--- src/rtl/cpu_pkg.sv ---
// Shared CPU-side constants: loader state encoding, frame sync byte and the
// instruction-RAM address width also used by the fetch path.
package cpu_pkg;

  localparam int unsigned ImemAddrW = 9;
  localparam logic [7:0]  SyncByte  = 8'hA5;

  localparam logic [2:0] StIdle = 3'd0;
  localparam logic [2:0] StLen0 = 3'd1;
  localparam logic [2:0] StLen1 = 3'd2;
  localparam logic [2:0] StData = 3'd3;
  localparam logic [2:0] StCsum = 3'd4;
  localparam logic [2:0] StDone = 3'd5;
  localparam logic [2:0] StErr  = 3'd6;

endpackage

--- src/rtl/timeout_counter.sv ---
// Idle-cycle counter: clear has priority, counts while enabled, and saturates
// with tc held high once LIMIT cycles have elapsed.
module timeout_counter #(
  parameter int unsigned LIMIT = 1000000
) (
  input  logic clock,
  input  logic reset,
  input  logic clear,
  input  logic enable,
  output logic tc
);

  localparam int unsigned CW = $clog2(LIMIT + 1);

  logic [CW-1:0] cnt_q, cnt_d;

  assign tc = (cnt_q == CW'(LIMIT));

  always_comb begin
    cnt_d = cnt_q;
    if (clear) begin
      cnt_d = '0;
    end else if (enable && !tc) begin
      cnt_d = cnt_q + CW'(1);
    end
  end

  always_ff @(posedge clock or negedge reset) begin
    if (!reset) begin
      cnt_q <= '0;
    end else begin
      cnt_q <= cnt_d;
    end
  end

endmodule

--- src/rtl/inst_loader.sv ---
// UART-fed program loader: parses SYNC/LEN/DATA/CSUM frames, writes little-endian
// words to instruction RAM and releases cpu_hold once a verified image is in.
module inst_loader
  import cpu_pkg::*;
#(
  parameter int unsigned ADDR_W  = ImemAddrW,
  parameter logic [7:0]  SYNC    = SyncByte,
  parameter int unsigned TIMEOUT = 1000000
) (
  input  logic              clock,
  input  logic              reset,
  input  logic [7:0]        rx_data,
  input  logic              rx_valid,
  output logic              rx_ready,
  output logic              imem_we,
  output logic [ADDR_W-1:0] imem_addr,
  output logic [31:0]       imem_wdata,
  output logic              cpu_hold,
  output logic              load_done,
  output logic              load_err
);

  localparam logic [16:0] Depth = 17'(2 ** ADDR_W);

  logic [2:0]        state_q, state_d;
  logic [7:0]        len_lo_q, len_lo_d;
  logic [15:0]       rem_q, rem_d;
  logic [ADDR_W-1:0] waddr_q, waddr_d;
  logic [1:0]        bidx_q, bidx_d;
  logic [23:0]       wbuf_q, wbuf_d;
  logic [7:0]        csum_q, csum_d;
  logic              rdy_q, we_q, we_d, hold_q, hold_d, done_q, done_d, err_q, err_d;
  logic [ADDR_W-1:0] addr_q, addr_d;
  logic [31:0]       wdata_q, wdata_d;

  logic        accept, in_frame, tmo_tc;
  logic [15:0] len_full;

  assign accept   = rx_valid && rdy_q;
  assign in_frame = (state_q == StLen0) || (state_q == StLen1) ||
                    (state_q == StData) || (state_q == StCsum);
  assign len_full = {rx_data, len_lo_q};

  timeout_counter #(
    .LIMIT(TIMEOUT)
  ) u_timeout (
    .clock (clock),
    .reset (reset),
    .clear (accept || !in_frame),
    .enable(in_frame),
    .tc    (tmo_tc)
  );

  always_comb begin
    state_d  = state_q;
    len_lo_d = len_lo_q;
    rem_d    = rem_q;
    waddr_d  = waddr_q;
    bidx_d   = bidx_q;
    wbuf_d   = wbuf_q;
    csum_d   = csum_q;
    addr_d   = addr_q;
    wdata_d  = wdata_q;
    we_d     = 1'b0;
    err_d    = err_q;

    case (state_q)
      StIdle, StErr: begin
        if (accept && rx_data == SYNC) begin
          state_d = StLen0;
          err_d   = 1'b0;
          bidx_d  = 2'd0;
        end
      end
      StLen0: begin
        if (accept) begin
          len_lo_d = rx_data;
          csum_d   = rx_data;
          state_d  = StLen1;
        end
      end
      StLen1: begin
        if (accept) begin
          csum_d  = csum_q ^ rx_data;
          rem_d   = len_full;
          waddr_d = '0;
          bidx_d  = 2'd0;
          if (len_full == 16'd0) begin
            state_d = StCsum;
          end else if ({1'b0, len_full} > Depth) begin
            state_d = StErr;
          end else begin
            state_d = StData;
          end
        end
      end
      StData: begin
        if (accept) begin
          csum_d = csum_q ^ rx_data;
          bidx_d = bidx_q + 2'd1;
          case (bidx_q)
            2'd0: wbuf_d[7:0]   = rx_data;
            2'd1: wbuf_d[15:8]  = rx_data;
            2'd2: wbuf_d[23:16] = rx_data;
            default: begin
              we_d    = 1'b1;
              addr_d  = waddr_q;
              wdata_d = {rx_data, wbuf_q};
              waddr_d = waddr_q + ADDR_W'(1);
              rem_d   = rem_q - 16'd1;
              if (rem_q == 16'd1) begin
                state_d = StCsum;
              end
            end
          endcase
        end
      end
      StCsum: begin
        if (accept) begin
          state_d = (rx_data == csum_q) ? StDone : StErr;
        end
      end
      StDone: ;
      default: state_d = StIdle;
    endcase

    // A byte landing in the terminal-count cycle still counts as on time.
    if (in_frame && tmo_tc && !accept) begin
      state_d = StErr;
    end

    if (state_d == StErr) begin
      err_d = 1'b1;
    end
    done_d = (state_d == StDone);
    hold_d = (state_d != StDone);
  end

  always_ff @(posedge clock or negedge reset) begin
    if (!reset) begin
      state_q  <= StIdle;
      len_lo_q <= '0;
      rem_q    <= '0;
      waddr_q  <= '0;
      bidx_q   <= '0;
      wbuf_q   <= '0;
      csum_q   <= '0;
      rdy_q    <= 1'b1;
      we_q     <= 1'b0;
      addr_q   <= '0;
      wdata_q  <= '0;
      hold_q   <= 1'b1;
      done_q   <= 1'b0;
      err_q    <= 1'b0;
    end else begin
      state_q  <= state_d;
      len_lo_q <= len_lo_d;
      rem_q    <= rem_d;
      waddr_q  <= waddr_d;
      bidx_q   <= bidx_d;
      wbuf_q   <= wbuf_d;
      csum_q   <= csum_d;
      rdy_q    <= 1'b1;
      we_q     <= we_d;
      addr_q   <= addr_d;
      wdata_q  <= wdata_d;
      hold_q   <= hold_d;
      done_q   <= done_d;
      err_q    <= err_d;
    end
  end

  assign rx_ready   = rdy_q;
  assign imem_we    = we_q;
  assign imem_addr  = addr_q;
  assign imem_wdata = wdata_q;
  assign cpu_hold   = hold_q;
  assign load_done  = done_q;
  assign load_err   = err_q;

endmodule

--- config.mk ---
export PLATFORM = sky130hd
export DESIGN_NAME = inst_loader
export DESIGN_NICKNAME = d
export VERILOG_FILES = /design/src/rtl/cpu_pkg.sv /design/src/rtl/timeout_counter.sv /design/src/rtl/inst_loader.sv
export SDC_FILE = /design/constraint.sdc
export NUM_CORES = 1
export LEC_CHECK = 0
export ABC_AREA = 0
export CORE_UTILIZATION = 61
export DETAILED_ROUTE_END_ITERATION = 6
export GPL_ROUTABILITY_DRIVEN = 0
export PLACE_DENSITY = 0.83
export SLEW_MARGIN = 20
export SYNTH_ARGS = -nofsm -noshare
export SYNTH_HDL_FRONTEND = slang
export SYNTH_SLANG_ARGS = --single-unit
--- constraint.sdc ---
create_clock -name clock -period 5.6 [get_ports clock]
set_input_delay 1.68 -clock clock [delete_from_list [all_inputs] [get_ports clock]]
set_output_delay 1.68 -clock clock [all_outputs]
set_load 0.03 [all_outputs]
# [Word level (Yosys, flattened, before mapping)]
# Cells that the tools add are included.
[op_classes] bitwise_logic=2 reduce_logical=32 n_mux=35 magnitude_cmp=1 add_sub_neg=4 n_eq_ne=21
[ops] cell="16-bit 2-to-1 mux" n=3
[ops] cell="20-bit 2-to-1 mux" n=2
[ops] cell="16-bit case mux with 2 select lines" n=1
[ops] cell="3-bit 2-to-1 mux" n=10
[ops] cell="9-bit 2-to-1 mux" n=3
[ops] cell="20-bit by 1-bit adder with 20-bit output (second input constant)" n=1
[ops] cell="20-bit == test (second input constant)" n=1
[ops] cell="3-bit case mux with 6 select lines" n=1
[ops] cell="9-bit case mux with 2 select lines" n=1
[ops] cell="16-bit by 1-bit == test with 1-bit output (second input constant)" n=1
[ops] cell="16-bit by 10-bit greater-than comparator with 1-bit output (second input constant)" n=1
[ops] cell="16-bit logical NOT" n=1
[ops] cell="8-bit 2-to-1 mux" n=2
[ops] cell="8-bit case mux with 2 select lines" n=1
[ops] cell="16-bit by 1-bit subtractor with 16-bit output (second input constant)" n=1
[ops] cell="3-bit == test (second input constant)" n=5
[ops] cell="3-bit AND reduction" n=5
[ops] cell="2-bit inequality test (second input constant)" n=5
[ops] cell="2-bit nonzero test" n=5
[ops] cell="9-bit by 1-bit adder with 9-bit output (second input constant)" n=1
[ops] cell="8-bit == test" n=1
[ops] cell="8-bit == test (second input constant)" n=1
[ops] cell="2-bit 2-to-1 mux" n=4
[ops] cell="4-bit AND reduction" n=2
[ops] cell="other kinds (20)" n=36
[totals] word_cells=111 regBits=135 in_bits=11

# [Depth between registers and ports, before layout]
[logic_depth] ltp_word=10 depth_mapped=8 mapped_depth_nobuf=7

# [By module]
# Synthesis repeated with hierarchy kept, for this count alone.
[hier_totals] cells_unflattened=658 hier_area_um2=6403.6
[modules_own_cells] mod="inst_loader" n_inst=1 seq_area_each_um2=2879.0 area_each_um2=5295.1 cells_each=541
[modules_own_cells] mod="timeout_counter" n_inst=1 seq_area_each_um2=500.5 area_each_um2=1108.6 cells_each=117

# [Worst setup path after synthesis]
# Ideal clock, no wire load.
[synth_path] path_kind="input-to-reg" from="in rx_data[6]" to="reg err_q (netlist: load_err)" path_buffers=1 path_slack_ns=2.186 arrival_time_ns=3.283 path_stages=6 cell_sequence="buf_2 > or3_4 > or4_1 > or4_1 > a31oi_1 > a2bb2oi_1"
[synth_via] elab_chain_len=9 word_cells_on_any_way=18 cone_classes="order compare (1); eq/ne (3); mux (9); reduce/logical (5)"
[synth_lines] element="from (decl)" line="inst_loader.sv:12" text="input logic [7:0] rx_data,"
[synth_lines] element="16-bit by 10-bit greater-than comparator with 1-bit output" line="inst_loader.sv:90" text="end else if ({1'b0, len_full} > Depth) begin"
[synth_lines] element="3-bit 2-to-1 mux" line="inst_loader.sv:90"
[synth_lines] element="3-bit 2-to-1 mux" line="inst_loader.sv:88" text="if (len_full == 16'd0) begin"
[synth_lines] element="3-bit 2-to-1 mux" line="inst_loader.sv:83" text="if (accept) begin"
[synth_lines] element="3-bit case mux with 6 select lines" line="inst_loader.sv:67" text="case (state_q)"
[synth_lines] element="3-bit 2-to-1 mux" line="inst_loader.sv:128" text="if (in_frame && tmo_tc && !accept) begin"
[synth_lines] element="3-bit == test" line="inst_loader.sv:132" text="if (state_d == StErr) begin"
[synth_lines] element="2-bit nonzero test (no source line)"
[synth_lines] element="2-bit AND reduction (no source line)"
[synth_lines] element="to (signal assigned)" line="inst_loader.sv:169" text="err_q <= err_d;"
[synth_lines] element="to (decl)" line="inst_loader.sv:32" text="logic rdy_q, we_q, we_d, hold_q, hold_d, done_q, done_d, err_q, err_d;"
# Several ways; a longest one is shown, not always the timed one.
# A chain may end at the register's enable or synchronous reset.

# [Final worst setup path]
[layout_path] from="in rx_valid" to="reg waddr_q[7]"
[layout_via] elab_chain_len=2 word_cells_on_any_way=3 cone_classes="eq/ne (2); reduce/logical (1)"
[layout_lines] element="from (decl)" line="inst_loader.sv:13" text="input logic rx_valid,"
[layout_lines] element="2-bit inequality test (no source line)"
[layout_lines] element="4-bit AND reduction (no source line) (*)"
[layout_lines] element="to (signal assigned)" line="inst_loader.sv:159" text="waddr_q <= waddr_d;"
[layout_lines] element="to (decl)" line="inst_loader.sv:28" text="logic [ADDR_W-1:0] waddr_q, waddr_d;"
# Mark *: on every way between the ends. The rest lies on a longest branch, timed or not.

==> metrics.txt <==
# TYPE chip_impl_metric gauge
chip_impl_info{name="crit_type",value="input pin to register"} 1
chip_impl_metric{name="antennaDiodeCount",unit=""} 0
chip_impl_metric{name="synth_fp_nets",unit=""} 693
chip_impl_metric{name="finalCoreUtilization",unit="%"} 76.38
chip_impl_metric{name="r2r.worst_path.cells",unit=""} 3
chip_impl_info{name="rsz_0062_raised_after_global_routing",value="false"} 1
chip_impl_info{name="synthMostInstantiatedCell",value="nand2_1"} 1
chip_impl_metric{name="grtUsageTotal",unit="%"} 30.28
chip_impl_metric{name="firstDrtPassIters",unit=""} 5
chip_impl_metric{name="pwr_density_cell",unit="nW/um^2"} 377.5
chip_impl_metric{name="worst_slew_pin_slew",unit="ns"} 1.093
chip_impl_metric{name="power",unit="W"} 0.002871
chip_impl_info{name="r2r_start",value="state_q[1]$_DFF_PN0_"} 1
chip_impl_metric{name="num_rows",unit=""} 36
chip_impl_metric{name="leakage",unit="nW"} 3.505
chip_impl_info{name="setup.worst_path.end_class",value="register"} 1
chip_impl_metric{name="post_layout_nonfiller_instances",unit=""} 865
chip_impl_metric{name="fmax",unit="MHz"} 260.0
chip_impl_metric{name="grt_pass1_wl",unit="um"} 25470
chip_impl_metric{name="half_perimeter_wire_length_of_the_detailed_placement_result",unit="um"} 9716
chip_impl_metric{name="cts_max_path_buffers",unit=""} 2
chip_impl_metric{name="placeableCoreArea",unit="sq um"} 9955
chip_impl_metric{name="synth_seq_cells",unit=""} 135
chip_impl_info{name="ys_dominant_reg_cell",value="dfrtp_1"} 1
chip_impl_metric{name="grt_start_max_net_pins",unit=""} 90
chip_impl_metric{name="post_drt_via_cell_ratio",unit=""} 5.940
chip_impl_metric{name="post-route-min-period",unit="ns"} 3.847
chip_impl_metric{name="fin_setup_tns",unit="ns"} 0
chip_impl_info{name="yosys.area.top_type",value="dfrtp_1"} 1
chip_impl_info{name="min-delay-path-class",value="register to register"} 1
chip_impl_metric{name="ant_nets",unit=""} 0
chip_impl_metric{name="hold_viol_final",unit=""} 0
chip_impl_metric{name="placed_cells_incl_taps",unit=""} 834
chip_impl_info{name="cp_endpoint",value="waddr_q[7]$_DFFE_PN0P_"} 1
chip_impl_metric{name="start_util",unit="%"} 63.85
chip_impl_metric{name="drc",unit=""} 0
chip_impl_metric{name="antenna_found_initial",unit=""} 0
chip_impl_metric{name="die-width",unit="um"} 104.1
chip_impl_info{name="netlist_top_cells_area",value="dfrtp_1, nand2_1, mux2_2, xor2_1, nor2_1"} 1
chip_impl_info{name="worst_r2r_dst",value="wbuf_q[14]$_DFFE_PN0P_"} 1
chip_impl_metric{name="vias",unit=""} 5138
chip_impl_metric{name="vias_in_the_first_global_route",unit=""} 5121
chip_impl_metric{name="syn_avg_cell_area",unit="sq um"} 9.444
chip_impl_metric{name="post_synth_instance_area",unit="sq um"} 6356
chip_impl_metric{name="postCtsResizedCells",unit=""} 0
chip_impl_metric{name="tritoncts.num_buffers",unit=""} 17
chip_impl_metric{name="ctsHoldBuffers",unit=""} 0
chip_impl_metric{name="slew_headroom",unit="%"} 27.15
chip_impl_metric{name="postRouteWirelength",unit="um"} 15420
chip_impl_metric{name="layout-drive-gt1-share",unit="%"} 9.699
chip_impl_metric{name="r2r_slack",unit="ns"} 2.62
chip_impl_metric{name="area.growth.synth_to_final",unit="%"} 19.63
chip_impl_metric{name="worstPathMaxFanout",unit=""} 17
chip_impl_metric{name="postSynth.asyncResetShare",unit="%"} 100.0
chip_impl_metric{name="cts-htree-levels",unit=""} 4
chip_impl_metric{name="grt_overflow_total",unit=""} 0
chip_impl_metric{name="first_iter_violations",unit=""} 452
chip_impl_metric{name="finalCritPeriodShare",unit="%"} 68.69
chip_impl_metric{name="avgRoutedWirePerCell",unit="um"} 17.83
chip_impl_info{name="crit_path_start_kind",value="input pin"} 1
chip_impl_info{name="outcome",value="finished clean"} 1
chip_impl_info{name="cts_root_buf",value="clkbuf_8"} 1
chip_impl_metric{name="clk_latency",unit="ns"} 0.53
chip_impl_metric{name="required_worst_endpoint",unit="ns"} 5.98
chip_impl_metric{name="die-area",unit="sq um"} 10830
chip_impl_metric{name="report.final.slew_viol_count",unit=""} 0
chip_impl_metric{name="critPathArrivalTime",unit="ns"} 4.23
chip_impl_metric{name="worst_ir_drop_vdd",unit="mV"} 0.2391
chip_impl_metric{name="timing.hold.worst_path_depth",unit=""} 2
chip_impl_metric{name="synth_cells",unit=""} 673
chip_impl_metric{name="port_buffers",unit=""} 55
chip_impl_metric{name="setup_violations",unit=""} 0
chip_impl_metric{name="synth_top_cell_area_share",unit="%"} 52.76
chip_impl_info{name="cts_tree",value="built"} 1
chip_impl_metric{name="post_cts.repair.setup_buffers",unit=""} 0
chip_impl_metric{name="synth-edff-count",unit=""} 0
chip_impl_metric{name="pin_count",unit=""} 57
chip_impl_metric{name="sequential_area_share_after_synthesis",unit="%"} 53.17
chip_impl_metric{name="synth.distinct_cells",unit=""} 59
chip_impl_info{name="ys_top_cells_by_count",value="nand2_1, dfrtp_1, nor2_1"} 1
chip_impl_info{name="startpoint",value="rx_valid"} 1
chip_impl_metric{name="path_clk_slew",unit="ns"} 0.06
chip_impl_metric{name="cts_sinks",unit=""} 135
chip_impl_metric{name="yosys_warnings",unit=""} 0
chip_impl_metric{name="die_y",unit="um"} 104.1
chip_impl_metric{name="cap_violations",unit=""} 0
chip_impl_metric{name="finClkSkew",unit="ns"} 0.005959
chip_impl_metric{name="hold_ws",unit="ns"} 0.4625
chip_impl_metric{name="design.final.nets",unit=""} 740
[cell usage in the layout, fill, tap and decap left out, types with 7 or more instances in the layout]
master and count:
mux2_2 21, dfrtp_1 134, a21oi_1 17, clkbuf_16 16
inv_1 13, nor4_1 9, nand2_1 193, nand3_1 23
clkdlybuf4s50_1 54, xnor2_1 10, buf_4 7, nand4_1 9
nor3_1 14, nor2_1 41, ha_1 9, xor2_1 27
o21ai_0 25
[metrics by stage]
step | area [sq um] | setup slack [ns]
after floorplan | 6356 | 2.186
after global placement | 6988 | 1.454
after detailed placement | 6988 | 1.312
after CTS | 7600 | 1.826
after global routing | 7604 | 1.613
final | 7604 | 1.753
[registers in the layout (all words and copies together) (netlist names)]
| name | flops |
|---|---|
| cpu_hold | 1 |
| wbuf_q | 24 |
| len_lo_q | 8 |
| csum_q | 8 |
| waddr_q | 9 |
| load_done | 1 |
| imem_addr | 9 |
| rem_q | 16 |
| bidx_q | 2 |
| state_q | 3 |
| imem_wdata | 32 |
| load_err | 1 |
| u_timeout.cnt_q | 20 |
| imem_we | 1 |
[power by group]
part | leakage (nW) | internal (W) | total (W) | switching, W
sequential | 1.83 | 0.00109 | 0.00123 | 0.000141
combinational | 1.39 | 0.000201 | 0.000499 | 0.000298
clock | 0.289 | 0.000725 | 0.00114 | 0.000419
[critical path, cell delays in order]
cell and delay (ns):
clkdlybuf4s50_1 0.79, nor2b_1 0.36, nand3_1 0.51, buf_4 0.37
nor3_1 0.27, xnor2_1 0.16, nor2_1 0.07
[metal layers]
layer | track usage [%] | vias up | share of wire, %
met2 | 50.33 | 206 | 50
met5 | 0 | - | 0
li1 | - | 2377 | -
met1 | 37.96 | 2514 | 42
met4 | 12.04 | 0 | 2.5
met3 | 7.769 | 41 | 6.2
[logic make-up (layout without fill, tap and decap cells)]
logic type                 after synthesis  after routing  synth area share, %
muxes                                   23             23                4.035
xor gates and xnor gates                37             37                5.098
other                                    1              1              0.05900
buffers and inverters                   48            107                2.953
DFF                                    135            135                53.17
AOI/OAI and AO/OA                       84             84                8.406
and+or+nand+nor                        336            336                24.51
adders and majority gates                9              9                1.772
[cell type report]
cell class                      count  area, sq um
Clock buffer                       21        469.2
Timing Repair Buffer               62        604.3
Multi-Input combinational cell    490         2789
Sequential cell                   135         3379
Inverter                           14        52.55
Tap cell                          133        166.4
Fill cell                         691         2351
Clock inverter                     10        142.6
[worst min-delay path by stage]
stage / end / startpoint
final: imem_wdata[8]$_DFFE_PN0P_ / wbuf_q[8]$_DFFE_PN0P_
after global routing: imem_wdata[18]$_DFFE_PN0P_ / wbuf_q[18]$_DFFE_PN0P_
after CTS: imem_wdata[8]$_DFFE_PN0P_ / wbuf_q[8]$_DFFE_PN0P_
after detailed placement: imem_wdata[18]$_DFFE_PN0P_ / wbuf_q[18]$_DFFE_PN0P_
after global placement: imem_wdata[16]$_DFFE_PN0P_ / wbuf_q[16]$_DFFE_PN0P_
after floorplan: imem_wdata[0]$_DFFE_PN0P_ / wbuf_q[0]$_DFFE_PN0P_
Power figures use the tool's default switching activity.
